==> config.mk <==
export PLATFORM = sky130hd
export DESIGN_NAME = wb_stage
export DESIGN_NICKNAME = d
export VERILOG_FILES = /design/src/rtl/wb_stage.sv
export SDC_FILE = /design/constraint.sdc
export NUM_CORES = 1
export LEC_CHECK = 0
export ABC_AREA = 1
export BUFFER_PORTS_ARGS = -buffer_cell sky130_fd_sc_hd__buf_4
export CORE_MARGIN = 4
export CORE_UTILIZATION = 50
export DETAILED_ROUTE_END_ITERATION = 16
export GPL_ROUTABILITY_DRIVEN = 1
export PLACE_DENSITY = 0.77
export SYNTH_ARGS = -nofsm -noshare
export SYNTH_HDL_FRONTEND = slang
export SYNTH_SLANG_ARGS = --single-unit
==> constraint.sdc <==
create_clock -name clock -period 1.6 [get_ports clock]
set_clock_uncertainty 0.05 [all_clocks]
set_input_delay 0.08 -clock clock [delete_from_list [all_inputs] [get_ports clock]]
set_output_delay 0.08 -clock clock [all_outputs]
set_load 0.005 [all_outputs]
==> src/rtl/wb_stage.sv <==
// -----------------------------------------------------------------------------
// wb_stage -- writeback stage of the integer pipeline.
//
// Accepts one retiring instruction per valid/ready handshake, waits for the
// data-memory read response on loads, aligns and sign/zero-extends the loaded
// value and drives the register-file write port for exactly one cycle. A
// retired-instruction counter advances once per completed instruction.
//
// Ports
//   clock        in   system clock, rising edge
//   reset        in   synchronous active-high reset
//   flush        in   kill in-flight / incoming instruction
//   in_valid     in   upstream presents an instruction
//   in_ready     out  stage can accept this cycle
//   reg_we       in   instruction writes rd
//   reg_sel      in   writeback source (RES / MEM / PC+4)
//   load_sel     in   load width and extension
//   rd           in   destination register index
//   res          in   ALU / address result
//   pc_plus_4    in   link value
//   mem_rvalid   in   data-memory read data valid
//   mem_rdata    in   aligned 32-bit memory word
//   rf_we        out  register file write enable (one-cycle pulse)
//   rf_waddr     out  register file write index
//   rf_wdata     out  register file write data
//   retired      out  count of completed instructions
// -----------------------------------------------------------------------------

`ifndef WB_STAGE_DEFS
`define WB_STAGE_DEFS
`define REG_NO_WRITE  1'b0
`define REG_WRITE     1'b1
`define REG_RES       2'd0
`define REG_MEM       2'd1
`define REG_PC_PLUS_4 2'd2
`define LOAD_W        3'd0
`define LOAD_H        3'd1
`define LOAD_HU       3'd2
`define LOAD_B        3'd3
`define LOAD_BU       3'd4
`endif

module wb_stage #(
   parameter int XLEN     = 32,
   parameter int RETIRE_W = 32
) (
   input  logic                clock,
   input  logic                reset,
   input  logic                flush,
   input  logic                in_valid,
   output logic                in_ready,
   input  logic                reg_we,
   input  logic [1:0]          reg_sel,
   input  logic [2:0]          load_sel,
   input  logic [4:0]          rd,
   input  logic [XLEN-1:0]     res,
   input  logic [XLEN-1:0]     pc_plus_4,
   input  logic                mem_rvalid,
   input  logic [XLEN-1:0]     mem_rdata,
   output logic                rf_we,
   output logic [4:0]          rf_waddr,
   output logic [XLEN-1:0]     rf_wdata,
   output logic [RETIRE_W-1:0] retired
);

   typedef enum logic [1:0] {
      IDLE     = 2'd0,
      WAIT_MEM = 2'd1,
      WRITE    = 2'd2
   } state_t;

   // Align and extend a load from the 32-bit memory word.
   // addr_lo[0] is deliberately ignored for halfwords (no misalign trap).
   function automatic logic [31:0] ext_load(input logic [2:0]  sel,
                                            input logic [1:0]  lo,
                                            input logic [31:0] word);
      logic [15:0] half;
      logic [7:0]  byte_v;
      logic [31:0] out_v;
      half = lo[1] ? word[31:16] : word[15:0];
      case (lo)
         2'd0:    byte_v = word[7:0];
         2'd1:    byte_v = word[15:8];
         2'd2:    byte_v = word[23:16];
         2'd3:    byte_v = word[31:24];
         default: byte_v = word[7:0];
      endcase
      case (sel)
         `LOAD_W:  out_v = word;
         `LOAD_H:  out_v = {{16{half[15]}}, half};
         `LOAD_HU: out_v = {16'h0000, half};
         `LOAD_B:  out_v = {{24{byte_v[7]}}, byte_v};
         `LOAD_BU: out_v = {24'h00_0000, byte_v};
         default:  out_v = word;
      endcase
      return out_v;
   endfunction

   // Writeback source mux; unknown codes fall back to the ALU result.
   function automatic logic [31:0] sel_wb(input logic [1:0]  sel,
                                          input logic [31:0] res_v,
                                          input logic [31:0] pc4_v,
                                          input logic [31:0] mem_v);
      logic [31:0] out_v;
      case (sel)
         `REG_RES:       out_v = res_v;
         `REG_PC_PLUS_4: out_v = pc4_v;
         `REG_MEM:       out_v = mem_v;
         default:        out_v = res_v;
      endcase
      return out_v;
   endfunction

   state_t                r_state;
   logic                  r_in_ready;
   logic                  r_rf_we;
   logic [4:0]            r_rf_waddr;
   logic [XLEN-1:0]       r_rf_wdata;
   logic [RETIRE_W-1:0]   r_retired;

   // Captured instruction fields
   logic                  r_reg_we;
   logic [1:0]            r_reg_sel;
   logic [2:0]            r_load_sel;
   logic [4:0]            r_rd;
   logic [XLEN-1:0]       r_res;
   logic [1:0]            r_addr_lo;
   logic [XLEN-1:0]       r_pc_plus_4;

   state_t                w_next_state;
   logic                  w_accept;
   logic                  w_we_next;
   logic [4:0]            w_waddr_next;
   logic [XLEN-1:0]       w_wdata_next;

   // Next-state and next write-port values.
   always_comb begin
      w_next_state = r_state;
      w_we_next    = 1'b0;
      w_waddr_next = r_rf_waddr;
      w_wdata_next = r_rf_wdata;
      // flush folded in here so every accept path honours it
      w_accept     = in_valid && r_in_ready && !flush;

      case (r_state)
         IDLE, WRITE: begin
            if (w_accept) begin
               if (reg_sel == `REG_MEM) begin
                  w_next_state = WAIT_MEM;
               end else begin
                  w_next_state = WRITE;
                  w_waddr_next = rd;
                  if ((reg_we == `REG_WRITE) && (rd != 5'd0)) begin
                     w_we_next    = 1'b1;
                     w_wdata_next = sel_wb(reg_sel, res, pc_plus_4, res);
                  end else begin
                     w_we_next    = 1'b0;
                  end
               end
            end else begin
               w_next_state = IDLE;
            end
         end
         WAIT_MEM: begin
            if (flush) begin
               // load discarded; a late mem_rvalid lands in IDLE and is ignored
               w_next_state = IDLE;
            end else if (mem_rvalid) begin
               w_next_state = WRITE;
               w_waddr_next = r_rd;
               if ((r_reg_we == `REG_WRITE) && (r_rd != 5'd0)) begin
                  w_we_next    = 1'b1;
                  w_wdata_next = sel_wb(r_reg_sel, r_res, r_pc_plus_4,
                                        ext_load(r_load_sel, r_addr_lo, mem_rdata));
               end else begin
                  w_we_next    = 1'b0;
               end
            end else begin
               w_next_state = WAIT_MEM;
            end
         end
         default: begin
            w_next_state = IDLE;
         end
      endcase
   end

   // State, registered outputs, retire counter and field capture.
   always_ff @(posedge clock) begin
      if (reset) begin
         r_state     <= IDLE;
         r_in_ready  <= 1'b1;
         r_rf_we     <= 1'b0;
         r_rf_waddr  <= 5'd0;
         r_rf_wdata  <= '0;
         r_retired   <= '0;
         r_reg_we    <= 1'b0;
         r_reg_sel   <= 2'd0;
         r_load_sel  <= 3'd0;
         r_rd        <= 5'd0;
         r_res       <= '0;
         r_addr_lo   <= 2'd0;
         r_pc_plus_4 <= '0;
      end else begin
         r_state    <= w_next_state;
         r_in_ready <= (w_next_state != WAIT_MEM);
         r_rf_we    <= w_we_next;
         r_rf_waddr <= w_waddr_next;
         r_rf_wdata <= w_wdata_next;
         // counted on entry so the value is visible during the WRITE cycle
         if (w_next_state == WRITE) begin
            r_retired <= r_retired + {{(RETIRE_W-1){1'b0}}, 1'b1};
         end
         if (w_accept) begin
            r_reg_we    <= reg_we;
            r_reg_sel   <= reg_sel;
            r_load_sel  <= load_sel;
            r_rd        <= rd;
            r_res       <= res;
            r_addr_lo   <= res[1:0];
            r_pc_plus_4 <= pc_plus_4;
         end
      end
   end

   assign in_ready = r_in_ready;
   assign rf_we    = r_rf_we;
   assign rf_waddr = r_rf_waddr;
   assign rf_wdata = r_rf_wdata;
   assign retired  = r_retired;

endmodule

**Word-level counts from Yosys, hierarchy flattened**

Cells that the tools add are included.

- Flip-flop bits (word level): 150
- Word-level logic and storage cells: 77

- Add/subtract/negate cells: 1
- Equal/unequal tests: 21
- Multiplexer cells: 29
- Reductions and logical operators: 13

Operator list:

| kind | number |
|---|---|
| 32-bit 2-to-1 mux | 7 |
| 32-bit one-hot mux with 2 select lines | 2 |
| 32-bit one-hot mux with 4 select lines | 1 |
| 32-bit by 1-bit adder with 32-bit output, second input constant | 1 |
| 8-bit one-hot mux with 4 select lines | 1 |
| 5-bit 2-to-1 mux | 4 |
| 16-bit 2-to-1 mux | 1 |
| 2-bit equality test, second input constant | 6 |
| 2-bit != test, second input constant | 6 |
| 5-bit one-hot mux with 2 select lines | 1 |
| 5-bit nonzero test | 2 |
| 2-bit by 1-bit equality test with 1-bit output, second input constant | 4 |
| 2-bit 2-to-1 mux | 4 |
| 7-bit AND reduction | 1 |
| 3-bit by 2-bit equality test with 1-bit output, second input constant | 2 |
| 1-bit 2-to-1 mux | 6 |
| 5-bit AND reduction | 1 |
| 1-bit logical AND | 4 |
| 2-bit logical NOT | 2 |
| 2-bit one-hot mux with 2 select lines | 1 |
| 3-bit by 1-bit equality test with 1-bit output, second input constant | 1 |
| 3-bit equality test, second input constant | 1 |
| 2-bit by 1-bit != test with 1-bit output, second input constant | 1 |
| 1-bit one-hot mux with 2 select lines | 1 |
| 3 further kinds | 3 |

**Logic depth before layout (Yosys ltp)**

Gate-level depths: netlist (run 1).

- Word-level depth: 8
- Gate-level depth with buffers: 13
- Depth with buffers taken out: 11

**Worst setup path after synthesis (run 1)**

Ideal clock, no wire load.

- Path kind: flip-flop to flip-flop
- From: register r_retired[0], in the netlist retired[0]
- To: register r_retired[22], in the netlist retired[22]
- Data arrival time: 1.530 ns
- Data required time: 1.435 ns
- Path slack: -0.095 ns
- Stages on the path, launching flop included: 11
- Path buffers: 0
- Cell sequence: dfxtp_1 > ha_1 > nand3_1 > nor2_1 > nand2_1 > nor2_2 > nand2_1 > nor2_2 > nand3_1 > nand2_1 > nor2_1

- Cells in the longest elaborated chain, start to end: 1

Ends and longest elaborated chain:

| element | RTL line | RTL |
|---|---|---|
| start, declared | 119 | `logic [RETIRE_W-1:0] r_retired;` |
| start signal, assigned | 212 | `r_retired <= r_retired + {{(RETIRE_W-1){1'b0}}, 1'b1};` |
| 32-bit by 1-bit adder with 32-bit output | 212 |  |

Every way passes these cells.
A chain may end at the register's enable or synchronous reset.

**Worst setup path in the final report (run 1)**

- From: register r_rd[1]
- To: register r_rf_wdata[16], in the netlist rf_wdata[16]

- Cells in the longest elaborated chain, start to end: 4

Ends and longest elaborated chain:

| element | RTL line | RTL |
|---|---|---|
| start, declared | 125 | `logic [4:0] r_rd;` |
| start signal, assigned | 218 | `r_rd <= rd;` |
| 5-bit nonzero test | 171 | `` if ((r_reg_we == `REG_WRITE) && (r_rd != 5'd0)) begin `` |
| 1-bit logical AND | 171 |  |
| 2-bit != test (no line) | n/a |  |
| 7-bit AND reduction (no line) | n/a |  |
| end signal, assigned | 209 | `r_rf_wdata <= w_wdata_next;` |
| end, declared | 118 | `logic [XLEN-1:0] r_rf_wdata;` |

Every way passes these cells.

==> impl_metrics.json, run 1 <==
{
  "worst-setup-path-type": "flop to flop",
  "syn-instance-count": 1322,
  "required_ns": 1.86,
  "synth_compound_area_share_pct": 21.7,
  "setup_ws_ns": -0.0896,
  "ys_ff_latch": 148,
  "insertion_delay_ns": 0.44,
  "min_path_type": "primary input to flop",
  "clkSinkCount": 148,
  "synthArstFlopShare_pct": 0,
  "placed_area_sq_um": 10100,
  "p_int_mw": 7.32,
  "ys_top_cells_by_count": "nand2_1 (296), nor2_1 (215), a21oi_1 (186)",
  "cp_data_arrival_time_ns": 1.95,
  "setup_tns_ns": -1.50,
  "max-cap-violations": 0,
  "die_area_sq_um": 18500,
  "clkPwrFrac_pct": 40.9,
  "critPathLaunchType": "flop",
  "htreeDepth": 4,
  "synth_top_family_by_area": "simple AND/OR/NAND/NOR gates",
  "dp_hpwl_microns": 19300,
  "ir_drop_v": 0.000807,
  "synth-edff-count": 0,
  "synth_top_area_share_pct": 36.1,
  "synth_top_area_cell": "dfxtp_1",
  "yosys.area_share.simple_pct": 32.3,
  "first_pass_iters": 8,
  "initial_utilization_pct": 51.3,
  "rsz0062_at_grt": "true",
  "chipHeight_microns": 136,
  "synthTopCellsByArea": "dfxtp_1 (36%), nand2_1 (14%), a21oi_1 (11%)",
  "grt_max_degree": 90,
  "core_area_sq_um": 16000,
  "power.leakage_nw": 5.37,
  "hold_viol": 0,
  "routedWlPerCell_microns": 17.7,
  "synth.avg_cell_area_sq_um": 6.21,
  "synthesis.nets": 1437,
  "combPwrFrac_pct": 20.7,
  "power.net_switching_mw": 3.03,
  "clkTransAtPathRegs_ns": 0.06,
  "rows": 46,
  "dr.first_iter.drc_count": 1248,
  "vias": 10400,
  "worst_path_max_delay_cell": "dfxtp_1",
  "setup_viol": 33,
  "cts_buffer_depth": 2,
  "antenna_cells": 0,
  "min_period_ns": 1.69,
  "nets": 1724,
  "antenna_found_initial": 0,
  "fin_crit_sh_pct": 106,
  "switching_share_pct": 29.3,
  "timing.fmax_mhz": 592,
  "status": "finished, violations left",
  "ios": 183,
  "crit_chain": "nor3_1 > nand3_1 > nand3b_1 > nand2_4 > buf_12 > o21ai_0 > a21oi_2",
  "synthXorXnorAreaFrac_pct": 0.320,
  "grt.overflow.total": 0,
  "drv_slew": 0,
  "cp_max_fo": 8,
  "cts_tree": "done",
  "routabilityCongestion": 0.933,
  "synth_fa_ha_area_share_pct": 0.457,
  "grt.total_usage_pct": 31.0,
  "seq_area_frac_synth_pct": 36.1,
  "muxShareOfSynthArea_pct": 0,
  "yosysMostFrequentCell": "nand2_1",
  "via_per_inst": 5.64,
  "ys_types": 38,
  "cpPeakStageDelay_ns": 0.32,
  "violations": "setup timing",
  "clock-root-buffer": "clkbuf_16",
  "synth.cell_area_sq_um": 8220,
  "io_buffers": 182,
  "ys_warn_count": 0,
  "crit_path_end_kind": "flop",
  "drc_errors": 0,
  "relSlewSlack_pct": 71.9,
  "synth-main-ff-cell": "dfxtp_1",
  "fp.dieW_microns": 136,
  "routed_wl_microns": 32500,
  "fin_area_sq_um": 12400,
  "cts_made_buffers": 17,
  "power_frac_seq_pct": 38.4,
  "area.growth.synth_to_final_pct": 50.9,
  "grt_pass1_wl_microns": 46000,
  "drive_gt1_share_pct": 29.1,
  "p_per_area_nw_per_um2": 835,
  "drtAntennaViolNets": 0,
  "grt_pass1_vias": 9214,
  "max_slew.worst_pin.slew_ns": 0.421
}
layout make-up:
cell class	instances	area (sq um)
fill	1134	3600
clock inverter	13	170
multi-input combinational	986	5020
clock buffer	19	443
tap	216	270
inverter	109	433
sequential	148	3000
timing repair buffer	347	3060
through the flow:
stage | util [%] | power, mW | setup slack, ns | hold slack [ns] | std cells
3_5_place_dp | 63.4 | 5.71 | -0.0573 | 0.272 | 1707
6_report | 77.5 | 10.4 | -0.0896 | 0.0481 | 1838
2_1_floorplan | - | 4.98 | 0.00253 | 0.106 | 1322
3_3_place_gp | 63.4 | 5.70 | 0.00643 | 0.265 | 1707
5_1_grt | 77.5 | 10.7 | -0.151 | 0.112 | 1838
4_1_cts | 72.2 | 10.0 | -0.0121 | 0.0417 | 1816
power by group through the flow:
stage	logic, mW	clock network, mW	registers (mW)
floorplan	0.961	0	4.02
global placement	1.66	0	4.03
detailed placement	1.67	0	4.04
CTS	1.85	4.21	3.96
global route	2.31	4.37	3.99
finish	2.14	4.23	3.97
what timing repair did:
| item | 4_1_cts | 5_1_grt |
|---|---|---|
| resized for setup | 5 | 203 |
| pin swaps | 2 | 39 |
| setup buffers | 0 | 16 |
| gates cloned | 0 | 6 |
| hold buffers | 77 | 0 |
| endpoints found under the setup margin | 11 | 69 |
| endpoints found under the hold margin | 82 | 0 |
cells in the final DEF, fill, tap and decap left out, types with 2 or more instances in the layout:
master and n:
nand2_1 254, buf_4 246, nor2_1 185, a21oi_1 167
o21ai_0 137, dfxtp_1 124, inv_1 89, dlygate4sd3_1 77
nand3_1 53, nand2_2 34, clkbuf_16 21, dfxtp_2 20
a21oi_2 19, nor2_2 18, o21ai_1 18, nor2_4 17
nor3_1 14, inv_2 14, buf_12 13, nand2_4 12
nand3b_1 9, nor3_4 7, buf_6 7, a31oi_1 6
nand4_1 6, inv_6 6, nand3_2 5, nand3_4 5
nor3_2 4, dfxtp_4 4, xor2_1 3, inv_4 3
clkinv_4 3, bufinv_16 3, clkinv_2 2
sequential cells by signal, summed over array words and instances (netlist names):
signal	count
retired	32
r_load_sel	3
rf_we	1
rf_waddr	5
r_reg_we	1
r_res	32
in_ready	1
r_state	2
r_rd	5
r_pc_plus_4	32
rf_wdata	32
r_reg_sel	2
metal layers:
layer | up-vias | part of all wire [%] | GRT usage, % | routed length, microns
met5 | - | 0 | 0 | 0
met3 | 113 | 10 | 5.59 | 3270
met4 | 0 | 3.5 | 11.6 | 1150
met2 | 664 | 48 | 51.5 | 15600
met1 | 4725 | 38 | 40.0 | 12400
li1 | 4871 | - | - | -
logic make-up after synthesis:
kind of cell,count (synthesis)
AND/OR/NAND/NOR,628
AO/OA/AOI/OAI,351
buffers and inverters,189
flip-flops,148
XOR/XNOR,3
adder cells (fa/ha/maj),3
path summary, 6_finish.rpt:
path                                             start                         to  slack [ns]  depth (start not counted)
worst max-delay path              r_rd[1]$_SDFFE_PP0P_  rf_wdata[16]$_SDFFE_PP0P_       -0.09                          7
worst min-delay path                      mem_rdata[1]   rf_wdata[1]$_SDFFE_PP0P_        0.05                          7
worst max register to register    r_rd[1]$_SDFFE_PP0P_  rf_wdata[16]$_SDFFE_PP0P_       -0.09                          7
worst min register to register  r_res[12]$_SDFFE_PP0P_     r_res[12]$_SDFFE_PP0P_        0.40                          2
critical path: cells and delay by family, from the launching register on:
| family | cells | cell delay, ns |
|---|---|---|
| DFF | 1 | 0.32 |
| AOI/OAI and AO/OA | 2 | 0.31 |
| and+or+nand+nor | 4 | 0.72 |
| buffers and inverters | 1 | 0.18 |
(Power assumes the default switching activity.)
==> run 2, diff against run 1 <==
--- a/config.mk
+++ b/config.mk
@@ -12,6 +12,7 @@
 export DETAILED_ROUTE_END_ITERATION = 16
 export GPL_ROUTABILITY_DRIVEN = 1
 export PLACE_DENSITY = 0.77
+export SKIP_LAST_GASP = 1
 export SYNTH_ARGS = -nofsm -noshare
 export SYNTH_HDL_FRONTEND = slang
 export SYNTH_SLANG_ARGS = --single-unit
==> impl_metrics.json, run 2 (synthesis gave the netlist of run 1 again) <==
{
  "setup_ws_ns": -0.0979,
  "r2r.worst_path.cells": 9,
  "final_cell_mix": "nand2_1 (255), buf_4 (246), nor2_1 (186)",
  "min_path_type": "primary input to flop",
  "combPwrFrac_pct": 20.6,
  "clkSinkCount": 148,
  "via_per_inst": 5.62,
  "cts_made_buffers": 17,
  "p_per_area_nw_per_um2": 835,
  "crit_chain": "inv_4 > nor2_4 > nand3_2 > nand3b_1 > nand2_4 > inv_8 > clkbuf_16 > nor2_2 > a21oi_2",
  "status": "finished, violations left",
  "max_slew.worst_pin.slew_ns": 0.423,
  "first_pass_iters": 5,
  "fin_crit_sh_pct": 106,
  "initial_utilization_pct": 51.3,
  "ios": 183,
  "routed_wl_microns": 32200,
  "switching_share_pct": 29.1,
  "power_frac_seq_pct": 38.5,
  "htreeDepth": 4,
  "rows": 46,
  "clkPwrFrac_pct": 40.9,
  "total_power_mw": 10.3,
  "insertion_delay_ns": 0.43,
  "timing.fmax_mhz": 589,
  "worst_path_max_delay_cell": "dfxtp_2",
  "cp_max_fo": 8,
  "rsz0062_at_grt": "true",
  "drtAntennaViolNets": 0,
  "drc_errors": 0,
  "hold_viol": 0,
  "antenna_cells": 0,
  "setup_viol": 38,
  "violations": "setup timing",
  "p_int_mw": 7.32,
  "clkTransAtPathRegs_ns": 0.06,
  "pre_cts_slack_ns": -0.0573,
  "cts_tree": "done",
  "relSlewSlack_pct": 71.8,
  "clock-root-buffer": "clkbuf_16",
  "dp_hpwl_microns": 19300,
  "power.net_switching_mw": 3.01,
  "area.growth.synth_to_final_pct": 50.6,
  "core_area_sq_um": 16000,
  "critPathLaunchType": "flop",
  "io_buffers": 182,
  "grt.total_usage_pct": 31.0,
  "grt_pass1_wl_microns": 46000,
  "antenna_found_initial": 0,
  "fp.dieW_microns": 136,
  "required_ns": 1.86,
  "dr.first_iter.drc_count": 1200,
  "layout_commonest_cell": "nand2_1",
  "worst-setup-path-type": "flop to flop",
  "drive_gt1_share_pct": 28.8,
  "dpl.cell_count": 1707,
  "min_period_ns": 1.70,
  "power.leakage_nw": 5.37,
  "grt_max_degree": 90,
  "ir_drop_v": 0.000801,
  "vias": 10300,
  "grt.overflow.total": 0,
  "die_area_sq_um": 18500,
  "cpPeakStageDelay_ns": 0.36,
  "chipHeight_microns": 136,
  "min_path_cells": 7,
  "max-cap-violations": 0,
  "cp_data_arrival_time_ns": 1.96,
  "drv_slew": 0,
  "fin_cells": 1838,
  "cts_buffer_depth": 2,
  "crit_path_end_kind": "flop",
  "routabilityCongestion": 0.933,
  "grt_pass1_vias": 9214,
  "routedWlPerCell_microns": 17.5,
  "nets": 1724
}
run 2: cell counts in the layout (fill, tap and decap cells not counted):
No cell type changed its count.
run 2: timing repair:
| action | 4_1_cts | 5_1_grt |
|---|---|---|
| gates cloned | 0 | 6 |
| pin swaps | 2 | 38 |
| setup buffers | 0 | 16 |
| resized for setup | 5 | 185 |
| hold buffers | 77 | 0 |
| setup endpoints to repair | 11 | 69 |
| hold endpoints to repair | 82 | 0 |
run 2: metal layers:
metal,vias to the layer above,GRT usage [%],routed length (microns)
li1,4873,-,-
met1,4690,40.0,12400
met2,655,51.5,15400
met3,110,5.59,3240
met4,0,11.6,1190
met5,-,0,0
run 2: area by class of cell:
class	instances	area, sq um
clock buffer	19	443
clock inverter	13	170
fill	1151	3630
inverter	109	433
multi-input combinational	986	4990
sequential	148	3000
tap	216	270
timing repair buffer	347	3060
run 2: power by group through the flow:
stage,registers (mW),logic [mW],clock network [mW]
finish,3.97,2.13,4.22
global route,3.99,2.30,4.37
CTS,3.96,1.85,4.21
detailed placement,4.04,1.67,0
global placement,4.03,1.66,0
floorplan,4.02,0.961,0
run 2: final timing paths:
path                                            endpoint  slack (ns)                   start
worst max-delay path            rf_wdata[2]$_SDFFE_PP0P_        -0.1   r_state[0]$_SDFF_PP0_
worst min-delay path            rf_wdata[1]$_SDFFE_PP0P_        0.05            mem_rdata[1]
worst max register to register  rf_wdata[2]$_SDFFE_PP0P_        -0.1   r_state[0]$_SDFF_PP0_
worst min register to register    r_res[13]$_SDFFE_PP0P_        0.40  r_res[13]$_SDFFE_PP0P_
run 2: critical path: cells and delay by family, from the launching register on:
| kind | cells | cell delay, ns |
|---|---|---|
| buffers and inverters | 3 | 0.31 |
| AOI/OAI and AO/OA | 1 | 0.06 |
| and+or+nand+nor | 5 | 0.79 |
| DFF | 1 | 0.36 |
run 2: metrics by stage:
step	util (%)	cell area, sq um	hold WS, ns	setup TNS [ns]
after floorplan	-	8220	0.106	0
after global placement	63.4	10100	0.265	0
after detailed placement	63.4	10100	0.272	-0.118
after CTS	72.2	11500	0.0417	-0.0158
after global routing	77.3	12400	0.110	-4.56
final	77.3	12400	0.0479	-2.05
